`src/rtl/mod_alu_pipe_pkg.sv`:
```
// Shared definitions for the modular ALU pipeline: op encodings, Barrett
// constant helper and the fixed pipeline latency.
package mod_alu_pipe_pkg;

  typedef enum logic [1:0] {
    OP_MUL  = 2'b00,
    OP_ADD  = 2'b01,
    OP_SUB  = 2'b10,
    OP_PASS = 2'b11
  } op_e;

  localparam int unsigned LATENCY = 4;

  // M = floor(2^(2*data_width) / q), evaluated at elaboration time.
  function automatic logic [63:0] barrett_m(input int unsigned q, input int unsigned data_width);
    logic [127:0] num;
    num = 128'd1 << (2 * data_width);
    return 64'(num / 128'(q));
  endfunction

endpackage

```
`src/rtl/dff_en.sv`:
```
// Stage register with synchronous active-high reset and load enable.
module dff_en #(
  parameter int unsigned WIDTH = 1
) (
  input  logic             clk,
  input  logic             rst,
  input  logic             en,
  input  logic [WIDTH-1:0] d,
  output logic [WIDTH-1:0] q
);

  always_ff @(posedge clk) begin
    if (rst) begin
      q <= '0;
    end else if (en) begin
      q <= d;
    end
  end

endmodule

```
`src/rtl/mod_alu_pipe.sv`:
```
// Four-stage modular ALU (MUL via Barrett, ADD, SUB, PASS) with a global
// valid/ready stall; op and tag ride along with each sample.
module mod_alu_pipe
  import mod_alu_pipe_pkg::*;
#(
  parameter int unsigned DATA_WIDTH = 12,
  parameter int unsigned Q          = 3329,
  parameter int unsigned TAG_WIDTH  = 4
) (
  input  logic                  clk,
  input  logic                  rst,
  input  logic                  in_valid,
  output logic                  in_ready,
  input  logic [1:0]            in_op,
  input  logic [DATA_WIDTH-1:0] in_a,
  input  logic [DATA_WIDTH-1:0] in_b,
  input  logic [TAG_WIDTH-1:0]  in_tag,
  output logic                  out_valid,
  input  logic                  out_ready,
  output logic [DATA_WIDTH-1:0] out_c,
  output logic [TAG_WIDTH-1:0]  out_tag
);

  localparam int unsigned PW = 2 * DATA_WIDTH;
  localparam int unsigned XW = 3 * DATA_WIDTH + 1;
  localparam int unsigned RW = DATA_WIDTH + 2;
  localparam int unsigned TW = DATA_WIDTH + 1;
  localparam logic [63:0]   M_FULL = barrett_m(Q, DATA_WIDTH);
  localparam logic [TW-1:0] M      = M_FULL[TW-1:0];
  localparam logic [RW-1:0] Q_R    = RW'(Q);

  function automatic logic [DATA_WIDTH-1:0] fold_barrett(input logic [RW-1:0] r);
    logic [RW-1:0] x;
    x = r;
    if (x >= Q_R) x = x - Q_R;
    if (x >= Q_R) x = x - Q_R;
    return x[DATA_WIDTH-1:0];
  endfunction

  function automatic logic [DATA_WIDTH-1:0] fold_add(input logic [RW-1:0] s);
    logic [RW-1:0] x;
    x = s;
    if (x >= Q_R) x = x - Q_R;
    return x[DATA_WIDTH-1:0];
  endfunction

  function automatic logic [DATA_WIDTH-1:0] fold_sub(input logic signed [RW-1:0] d);
    logic signed [RW-1:0] x;
    x = d;
    if (x < 0) x = x + $signed(Q_R);
    return x[DATA_WIDTH-1:0];
  endfunction

  logic                        stall;
  logic                        en;
  logic signed [DATA_WIDTH:0]  diff_p0;
  logic [PW-1:0]               raw_p0;
  logic                        vld_p1, vld_p2, vld_p3, vld_p4;
  logic [1:0]                  op_p1, op_p2, op_p3;
  logic [TAG_WIDTH-1:0]        tag_p1, tag_p2, tag_p3, tag_p4;
  logic [PW-1:0]               raw_p1;
  logic [TW-1:0]               t_p1, t_p2;
  logic [RW-1:0]               raw_p2;
  logic [RW-1:0]               r_p2, r_p3;
  logic [DATA_WIDTH-1:0]       c_p3, c_p4;

  assign stall    = vld_p4 & ~out_ready;
  assign en       = ~stall;
  assign in_ready = rst | ~stall;

  // Stage 1: full product P, or the raw add/sub/pass value
  assign diff_p0 = $signed({1'b0, in_a}) - $signed({1'b0, in_b});

  always_comb begin
    raw_p0 = '0;
    unique case (op_e'(in_op))
      OP_MUL:  raw_p0 = PW'(in_a) * PW'(in_b);
      OP_ADD:  raw_p0 = PW'(in_a) + PW'(in_b);
      OP_SUB:  raw_p0 = {{(PW-DATA_WIDTH-1){diff_p0[DATA_WIDTH]}}, diff_p0};
      OP_PASS: raw_p0 = PW'(in_a);
    endcase
  end

  dff_en #(.WIDTH(1)) u_vld_p1 (
    .clk(clk), .rst(rst), .en(en), .d(in_valid & in_ready), .q(vld_p1)
  );
  dff_en #(.WIDTH(2 + TAG_WIDTH + PW)) u_dat_p1 (
    .clk(clk), .rst(1'b0), .en(en),
    .d({in_op, in_tag, raw_p0}), .q({op_p1, tag_p1, raw_p1})
  );

  // Stage 2: Barrett quotient estimate t = floor(P*M / 2^k)
  assign t_p1 = TW'((XW'(raw_p1) * XW'(M)) >> PW);

  dff_en #(.WIDTH(1)) u_vld_p2 (
    .clk(clk), .rst(rst), .en(en), .d(vld_p1), .q(vld_p2)
  );
  dff_en #(.WIDTH(2 + TAG_WIDTH + RW + TW)) u_dat_p2 (
    .clk(clk), .rst(1'b0), .en(en),
    .d({op_p1, tag_p1, raw_p1[RW-1:0], t_p1}), .q({op_p2, tag_p2, raw_p2, t_p2})
  );

  // Stage 3: remainder r = P - t*Q (< 3Q, so RW bits of the difference are exact)
  always_comb begin
    r_p2 = raw_p2;
    if (op_e'(op_p2) == OP_MUL) r_p2 = raw_p2 - RW'(t_p2) * Q_R;
  end

  dff_en #(.WIDTH(1)) u_vld_p3 (
    .clk(clk), .rst(rst), .en(en), .d(vld_p2), .q(vld_p3)
  );
  dff_en #(.WIDTH(2 + TAG_WIDTH + RW)) u_dat_p3 (
    .clk(clk), .rst(1'b0), .en(en),
    .d({op_p2, tag_p2, r_p2}), .q({op_p3, tag_p3, r_p3})
  );

  // Stage 4: final conditional correction into [0, Q)
  always_comb begin
    c_p3 = '0;
    unique case (op_e'(op_p3))
      OP_MUL:  c_p3 = fold_barrett(r_p3);
      OP_ADD:  c_p3 = fold_add(r_p3);
      OP_SUB:  c_p3 = fold_sub($signed(r_p3));
      OP_PASS: c_p3 = r_p3[DATA_WIDTH-1:0];
    endcase
  end

  dff_en #(.WIDTH(1)) u_vld_p4 (
    .clk(clk), .rst(rst), .en(en), .d(vld_p3), .q(vld_p4)
  );
  dff_en #(.WIDTH(TAG_WIDTH + DATA_WIDTH)) u_dat_p4 (
    .clk(clk), .rst(rst), .en(en),
    .d({tag_p3, c_p3}), .q({tag_p4, c_p4})
  );

  assign out_valid = vld_p4;
  assign out_c     = c_p4;
  assign out_tag   = tag_p4;

endmodule

```
`config.mk`:
```
export PLATFORM = sky130hd
export DESIGN_NAME = mod_alu_pipe
export DESIGN_NICKNAME = d
export VERILOG_FILES = /design/src/rtl/mod_alu_pipe_pkg.sv /design/src/rtl/dff_en.sv /design/src/rtl/mod_alu_pipe.sv
export SDC_FILE = /design/constraint.sdc
export NUM_CORES = 1
export LEC_CHECK = 0
export ABC_CLOCK_PERIOD_IN_PS = 11500
export CAP_MARGIN = 40
export CELL_PAD_IN_SITES_DETAIL_PLACEMENT = 1
export CELL_PAD_IN_SITES_GLOBAL_PLACEMENT = 1
export CORE_MARGIN = 1
export CORE_UTILIZATION = 43
export CTS_CLUSTER_DIAMETER = 120
export DETAILED_ROUTE_END_ITERATION = 10
export PLACE_DENSITY_LB_ADDON = 0.1
export SLEW_MARGIN = 20
export SYNTH_ARGS = -nofsm -noshare
export SYNTH_HDL_FRONTEND = slang
export SYNTH_SLANG_ARGS = --single-unit
```
`constraint.sdc`:
```
create_clock -name clk -period 11.5 [get_ports clk]
set_input_delay 1.15 -clock clk [delete_from_list [all_inputs] [get_ports clk]]
set_output_delay 1.15 -clock clk [all_outputs]
set_load 0.005 [all_outputs]
```
==> metrics.cfg <==
[outcome]
status=finished clean

[cts]
clk_pin_slew_ns=0.08
post_cts_buffers=0
htree_levels=3
numCtsBuffers=9
cts_sinks=103
post_cts_resize_count=0
cts_buffer_depth=2
clockRootBuffer=clkbuf_16
cts_hold_buf=0
clk_latency_ns=0.37
cts_tree=built

[sta]
setup_viol_count_final=0
fin_crit_sh=0.620
worstMarginPinSlew_ns=0.858
skew_ns=0.0157
timing.setup.tns_ns=0
final.min_clock_period_ns=7.14
slew_headroom=0.428
slew_viol_final=0
max_freq_ghz=0.140
rsz0062_at_grt=false
hold_viol=0

[yosys]
synthMuxAreaShare=0.00388
ys_seq_elements=103
ys_top_cells_by_area=fa_1 28%, ha_1 19%, edfxtp_1 15%
yosysWarningCount=0
synth_top_area_frac=0.284
synthAdderAreaFrac=0.472
yosysSeqAreaShare=0.172
synth_compound_gate_area_share=0.106
synth_enable_flop_cells=83
syn_nets=2275
ys.flop_type=edfxtp_1
synthXorXnorAreaFrac=0.0355
synth_cell_types=69
async_reset_ff_frac=0
syn-cell-area_um2=16800
synth_top_family_by_area=adder cells
yosysTopAreaCell=fa_1
synthSimpleGateAreaFrac=0.121
synth_area_per_cell_um2=9.58
syn_inst=1751

[grt]
grt.total_usage=0.232
grt_pass1_vias=13438
grt_pass1_wl_um=70900
grt_max_degree=55
overflow=0
antenna_found_initial=0

[worst_setup_path]
critPathTopFamily=adder cells
path_cells=clkdlybuf4s50_1 > ha_1 > inv_1 > fa_1 > fa_1 > fa_1 > inv_1 > fa_1 > inv_1 > fa_1 > inv_1 > ha_1 > nand3_1 > o21ai_0 > nand4_1 > a21oi_1 > o31ai_1 > a2111oi_0 > o21a_1 > o31ai_1
start_kind=input port
crit_top_cell=fa_1
crit_path_end_kind=flip-flop
slowest_stage=clkdlybuf4s50_1
crit_arrival_ns=7.22
worst-path-buf-inv=5
worstReg2RegEnd=u_dat_p2.q[11]
crit_fanout=14
critPathRequiredTime_ns=11.58
max_stage_delay_ns=0.84
r2r_cells=18
reg2reg_setup_slack_ns=4.97
r2r_start=u_dat_p1.q[11]
worstSetupPathType=in2reg

[drt]
vias=12202
first_iter_violations=414
routedWlPerCell_um=19.0
drc=0
vias_per_cell=5.37
routed_wl_um=43300
drtAntennaViolNets=0
firstDrtPassIters=5

[floorplan]
fp.dieArea_um2=39800
die_x_um=200
io_pins=52
initial_core_util=0.441
dieHeight_um=200
fp-row-count=71
design.core.area_um2=38000

[min_path]
min_path_type=reg2reg
whs_path_depth=0
hp-start=u_dat_p1.q[25]
hold_end=u_dat_p2.q[28]

[finish]
fin_nets=2281
area_growth_pct=7.45
drive_above_1_share=0.0261
diodes=0
fill_cells=4390

[place]
dp_hpwl_um=36100
io_buffers=51
gp_congestion=0.865

[job]
cap_violations=0

[cell usage in the layout, fill, tap and decap left out, types with 7 or more instances in the layout]
| cell type | count |
|---|---|
| xor2_1 | 22 |
| clkdlybuf4s50_1 | 51 |
| nand2b_1 | 11 |
| nand2_1 | 156 |
| dfxtp_1 | 20 |
| ha_1 | 252 |
| o221ai_1 | 8 |
| o22ai_1 | 9 |
| nor2b_1 | 11 |
| a221o_1 | 7 |
| o31ai_1 | 11 |
| xnor2_1 | 46 |
| a21o_1 | 20 |
| and2_1 | 48 |
| fa_1 | 238 |
| o21ai_0 | 53 |
| edfxtp_1 | 83 |
| inv_1 | 334 |
| nor3_1 | 24 |
| or2_2 | 10 |
| o21bai_1 | 9 |
| a21oi_1 | 70 |
| o21a_1 | 13 |
| clkbuf_16 | 10 |
| a31oi_1 | 12 |
| nor4_1 | 9 |
| nor2_1 | 79 |
| nand3_1 | 20 |
| and3_1 | 11 |
| a211oi_1 | 9 |
| nand4_1 | 10 |
[cell families (layout without fill, tap and decap cells)]
kind of cell,count (synthesis),count (layout)
multiplexers,4,4
AND/OR/NAND/NOR,418,418
flip-flops,103,103
AO/OA/AOI/OAI,269,269
adder cells (fa/ha/maj),490,490
XOR/XNOR,68,68
buffers and inverters,399,410
[Yosys cell counts, types with 10 or more instances]
library cell  count
a21o_1           20
a21oi_1          70
a31oi_1          12
and2_1           48
and3_1           11
clkbuf_1         57
dfxtp_1          20
edfxtp_1         83
fa_1            238
ha_1            252
inv_1           335
nand2_1         156
nand2b_1         11
nand3_1          20
nand4_1          10
nor2_1           79
nor2b_1          12
nor3_1           24
o21a_1           13
o21ai_0          54
o31ai_1          11
or2_2            10
xnor2_1          46
xor2_1           22
[stage by stage]
step | utilization | worst slack, ns | area, µm² | hold slack, ns | instances
floorplan | - | 5.32 | 16800 | 0.400 | 1751
global placement | 0.466 | 4.09 | 17700 | 0.401 | 2256
detailed placement | 0.467 | 3.96 | 17700 | 0.407 | 2257
CTS | 0.474 | 4.33 | 18000 | 0.412 | 2273
global route | 0.474 | 4.02 | 18000 | 0.431 | 2273
finish | 0.474 | 4.36 | 18000 | 0.414 | 2273
[layer usage]
metal	GRT usage	wire length (µm)	up-vias
li1	-	-	5765
met1	0.295	19300	6265
met2	0.421	22300	125
met3	0.0182	759	47
met4	0.0588	884	0
met5	0	0	-
[state kept, by name, summed over array words and instances (netlist names)]
| register | cells |
|---|---|
| u_dat_p1.q | 30 |
| u_dat_p2.q | 33 |
| u_dat_p3.q | 20 |
| u_dat_p4.q | 16 |
| u_vld_p1.q | 1 |
| u_vld_p2.q | 1 |
| u_vld_p3.q | 1 |
| u_vld_p4.q | 1 |
[area by class of cell]
cell class,count,area (µm²),area share
clock buffer,12,259,0.0144
clock inverter,4,26.3,0.00146
multi-input combinational,1249,12400,0.687
sequential,103,2890,0.160
tap,511,639,0.0355
inverter,337,1270,0.0703
timing repair buffer,57,563,0.0312
[how the worst max path moves through the flow]
| stage | slack (ns) | endpoint | startpoint | cells after the start |
|---|---|---|---|---|
| 2_1_floorplan | 5.32 | u_dat_p1.q[23] | in_b[5] | 21 |
| 4_1_cts | 4.33 | u_dat_p1.q[23] | in_a[5] | 20 |
| 6_report | 4.36 | u_dat_p1.q[23] | in_a[5] | 20 |
| 3_3_place_gp | 4.09 | u_dat_p1.q[23] | in_a[5] | 20 |
| 3_5_place_dp | 3.96 | u_dat_p1.q[23] | in_a[5] | 20 |
| 5_1_grt | 4.02 | u_dat_p1.q[23] | in_a[5] | 22 |
Power is not shown: default switching activity piles up to over one toggle a cycle in this logic, so the estimate is an artifact.
==> variant 1: new RTL, same flow settings <==
Reset style: asynchronous (`rst`), changed in one clocked block. Comments in the files are not updated.
--- a/src/rtl/dff_en.sv
+++ b/src/rtl/dff_en.sv
@@ -10,5 +10,5 @@
 );
 
-  always_ff @(posedge clk) begin
+  always_ff @(posedge clk or posedge rst) begin
     if (rst) begin
       q <= '0;
Behaviour: not the same (Yosys sat finds a counterexample within 4 cycles, from zero or initial values and one cycle with rst high; the reset may be asserted at any time).
==> variant 1 against the original RTL <==
Via count shrank 2.8%; die area up 0.17%; setup slack got worse by 0.21 ns; wire length shrank 2.8%; utilization decreased by 0.56 points; clock skew up 0.0033 ns; design area grew 0.44%; sequential cell count stayed put; synthesized area increased by 0.17%; global-route usage shrank 0.76 points; non-clock buffer count is the same; register-to-register slack better by 0.30 ns.
Power is not shown: default switching activity piles up to over one toggle a cycle in this logic, so the estimate is an artifact.
==> variant 1: results (changes against the original RTL) <==
| Metric | Value |
|---|---|
| Status | finished, final reports clean (unchanged) |
| Post-Syn Nets | 2,249 (was 2,275) |
| Multi-input combinational area share | 67.9% (was 68.7%) |
| Aggregate global-route resource usage | 22.4% (was 23.2%) |
| Global routing usage on met3 | 1.91% (was 1.82%) |
| Critical Path End | u_dat_p1.q[21]$_DFFE_PN_ (was u_dat_p1.q[23]$_DFFE_PN_) |
| Vias in the first global route | 13,100 (was 13,400) |
| DR WL/cell | 18.6 um (was 19.0 um) |
| Syn Inst Count | 1,725 (was 1,751) |
| GRT met1 Usage | 28.1% (was 29.5%) |
| Cell Area, Placed | 0.0178 mm^2 (was 0.0177 mm^2) |
| Seq/Total Area, Yosys | 17.8% (was 17.2%) |
| Number of non-clock inverters in the layout | 343 (was 337) |
| Synth cell count leaders | 342 x inv_1, 252 x ha_1, 238 x fa_1 (was 335 x inv_1, 252 x ha_1, 238 x fa_1) |
| Setup WS pre-CTS | 3.80 ns (was 3.96 ns) |
| GR Util met2 | 41.4% (was 42.1%) |
| Initial drt markers | 408 (was 414) |
| Slew at the pin with the worst max-slew slack | 0.788 ns (was 0.858 ns) |
| Post-synthesis compound-gate area fraction | 10.3% (was 10.6%) |
| Clk tree area frac | 1.72% (was 1.58%) |
| Worst r2r dst | u_dat_p2.q[12]$_DFFE_PN_ (was u_dat_p2.q[11]$_DFFE_PN_) |
| Worst path arrival time | 7.46 ns (was 7.22 ns) |
| Dpl hpwl | 35.6 mm (was 36.1 mm) |
| Vias/cell | 5.24 (was 5.37) |
| Area contributors post-synth | fa_1 28%, ha_1 19%, edfxtp_1 15%, inv_1 7.6%, nand2_1 3.7% (was fa_1 28%, ha_1 19%, edfxtp_1 15%, inv_1 7.5%, nand2_1 3.5%) |
| FILL cells | 4,378 (was 4,390) |
| Final core utilization | 46.9% (was 47.4%) |
| R2R setup slack | 5.27 ns (was 4.97 ns) |
| Gpl congestion | 0.845 (was 0.865) |
| Fraction of registers with async set/reset | 19.4% (was 0%) |
==> variant 1: cell types whose count changed after synthesis, sizes merged, moves of 5 or more <==
| cell | delta |
|---|---|
| nand3 | -5 |
| inv | +7 |
| xnor2 | +6 |
| o21ai | +11 |
| nor3 | -8 |
| nor4 | -5 |
| dfxtp | -20 |
| a31oi | -6 |
| nor2 | -11 |
| dfrtp | +20 |
| nand2 | +8 |
| clkbuf | -9 |
==> variant 1: critical path: stages <==
cell             delay (ns)
clkdlybuf4s50_1        0.87
ha_1                   0.28
inv_1                  0.10
fa_1                   0.57
fa_1                   0.45
fa_1                   0.49
inv_1                  0.05
fa_1                   0.52
inv_1                  0.06
fa_1                   0.53
inv_1                  0.04
ha_1                   0.37
a21o_1                 0.18
a21oi_1                0.16
nor2b_1                0.06
o21a_1                 0.17
o31a_1                 0.30
o21ai_0                0.32
a211oi_1               0.19
a41oi_1                0.28
xor2_1                 0.18
o21ai_0                0.10
==> variant 1: worst min-delay path by stage <==
stage	to	startpoint
finish	u_dat_p3.q[16]$_DFFE_PN_	u_dat_p2.q[29]$_DFFE_PN_
global route	u_dat_p2.q[32]$_DFFE_PN_	u_dat_p1.q[29]$_DFFE_PN_
CTS	u_dat_p3.q[16]$_DFFE_PN_	u_dat_p2.q[29]$_DFFE_PN_
detailed placement	u_dat_p2.q[28]$_DFFE_PN_	u_dat_p1.q[25]$_DFFE_PN_
global placement	u_dat_p2.q[31]$_DFFE_PN_	u_dat_p1.q[28]$_DFFE_PN_
floorplan	u_dat_p2.q[27]$_DFFE_PN_	u_dat_p1.q[24]$_DFFE_PN_
==> variant 1: metal layers <==
metal / vias to the layer above / share of wire, %
met5: - / 0
met4: 0 / 1.5
met3: 29 / 1.5
met2: 113 / 53
met1: 6067 / 44
li1: 5646 / -
==> variant 2: new RTL, same settings <==
Without the edit above. Change the parameter `Q` from 3329 to 2496.
--- a/src/rtl/mod_alu_pipe.sv
+++ b/src/rtl/mod_alu_pipe.sv
@@ -5,5 +5,5 @@
 #(
   parameter int unsigned DATA_WIDTH = 12,
-  parameter int unsigned Q          = 3329,
+  parameter int unsigned Q          = 2496,
   parameter int unsigned TAG_WIDTH  = 4
 ) (
Check against the original RTL: not equivalent (Yosys sat finds a counterexample within 4 cycles, from zero or initial values and one cycle with rst high).
==> variant 2 against the original RTL <==
Utilization rose by 0.60 points; wire length down 25%; design area down 20%; sequential cell count down 5; worst hold slack gained 0.0071 ns; setup slack improved by 0.26 ns; synthesized cell count down 20%; global-route usage is 1.2 points lower; synthesized area fell by 21%; die area decreased by 21%; critical path type unchanged; highest routed layer unchanged.
Power is not shown: default switching activity piles up to over one toggle a cycle in this logic, so the estimate is an artifact.
==> variant 2: results (changes against the original RTL) <==
| Metric | Value |
|---|---|
| Status | finished, final reports clean (unchanged) |
| Dpl hpwl | 26.5 mm (was 36.1 mm) |
| Post-synthesis compound-gate area fraction | 10.7% (was 10.6%) |
| Multiplexer area fraction after synthesis | 0.989% (was 0.388%) |
| Met3 Wirelength | 635 um (was 759 um) |
| Critical path's largest stage delay | 0.86 ns (was 0.84 ns) |
| R2R setup slack | 6.58 ns (was 4.97 ns) |
| Adder-Cell Fraction of Synth Area | 41.7% (was 47.2%) |
| Area contributors post-synth | fa_1 24%, edfxtp_1 18%, ha_1 18%, inv_1 7.9%, nand2_1 4.3% (was fa_1 28%, ha_1 19%, edfxtp_1 15%, inv_1 7.5%, nand2_1 3.5%) |
| Slew at the pin with the worst max-slew slack | 0.857 ns (was 0.858 ns) |
| Yosys cell types | 77 (was 69) |
| Number of enable flip-flop cells after synthesis | 78 (was 83) |
| Initial antenna violation count | 0 (unchanged) |
| Layout cell share with drive strength beyond 1 | 3.38% (was 2.61%) |
| Global routing usage on met3 | 1.89% (was 1.82%) |
| Smallest hold slack | 0.421 ns (was 0.414 ns) |
| Cell Area, Placed | 0.0141 mm^2 (was 0.0177 mm^2) |
| GR Util met2 | 40.6% (was 42.1%) |
| Setup WS pre-CTS | 4.29 ns (was 3.96 ns) |
| GRT met1 Usage | 27.2% (was 29.5%) |
| Layout Cells excl Fill | 1,810 (was 2,273) |
| DRT Wirelength | 32.4 mm (was 43.3 mm) |
| Routed wl met2 | 16.9 mm (was 22.3 mm) |
| Seq/Total Area, Yosys | 20.6% (was 17.2%) |
| Top Registers | u_dat_p1.q x30, u_dat_p2.q x28, u_dat_p3.q x20 (was u_dat_p2.q x33, u_dat_p1.q x30, u_dat_p3.q x20) |
| Post-synthesis average cell area | 9.49 um^2 (was 9.58 um^2) |
| Worst path arrival time | 6.97 ns (was 7.22 ns) |
| DR vias | 9,576 (was 12,200) |
| Synth cell count leaders | 279 x inv_1, 187 x ha_1, 160 x fa_1 (was 335 x inv_1, 252 x ha_1, 238 x fa_1) |
| First-pass GRT wire length | 54.0 mm (was 70.9 mm) |
| Aggregate global-route resource usage | 21.9% (was 23.2%) |
| Synthesis warning total | 0 (unchanged) |
| Gpl congestion | 0.826 (was 0.865) |
| Largest net degree at the start of global routing | 60 (was 55) |
| Xor-xnor portion of the synthesized cell area | 4.09% (was 3.55%) |
| FILL cells | 3,418 (was 4,390) |
| Final core utilization | 48.0% (was 47.4%) |
| Worst Skew | 0.0106 ns (was 0.0157 ns) |
| Fraction of registers with async set/reset | 0% (unchanged) |
| M1 wire length | 14.3 mm (was 19.3 mm) |
[variant 2: cell count changes after synthesis, moves of 8 or more]
cell,delta
a21o_1,-13
a21oi_1,-15
clkbuf_1,-20
fa_1,-78
ha_1,-65
inv_1,-56
nand4_1,-8
nor2_1,-29
nor3_1,-8
[variant 2: worst paths after layout]
check,startpoint,to,depth (start not counted)
max,in_a[5],u_dat_p1.q[23]$_DFFE_PN_,20
min,u_dat_p2.q[30]$_DFFE_PN_,u_dat_p3.q[17]$_DFFE_PN_,0
min reg2reg,u_dat_p2.q[30]$_DFFE_PN_,u_dat_p3.q[17]$_DFFE_PN_,0
max reg2reg,u_dat_p1.q[9]$_DFFE_PN_,u_dat_p2.q[6]$_DFFE_PN_,16
[variant 2: area by class of cell]
cell class                      instances  area share [%]
Multi-Input combinational cell        969            64.1
Sequential cell                        98            19.0
Inverter                              280            7.30
Timing Repair Buffer                   57            4.04
Tap cell                              390            3.38
Clock buffer                           13            1.95
Clock inverter                          3           0.200
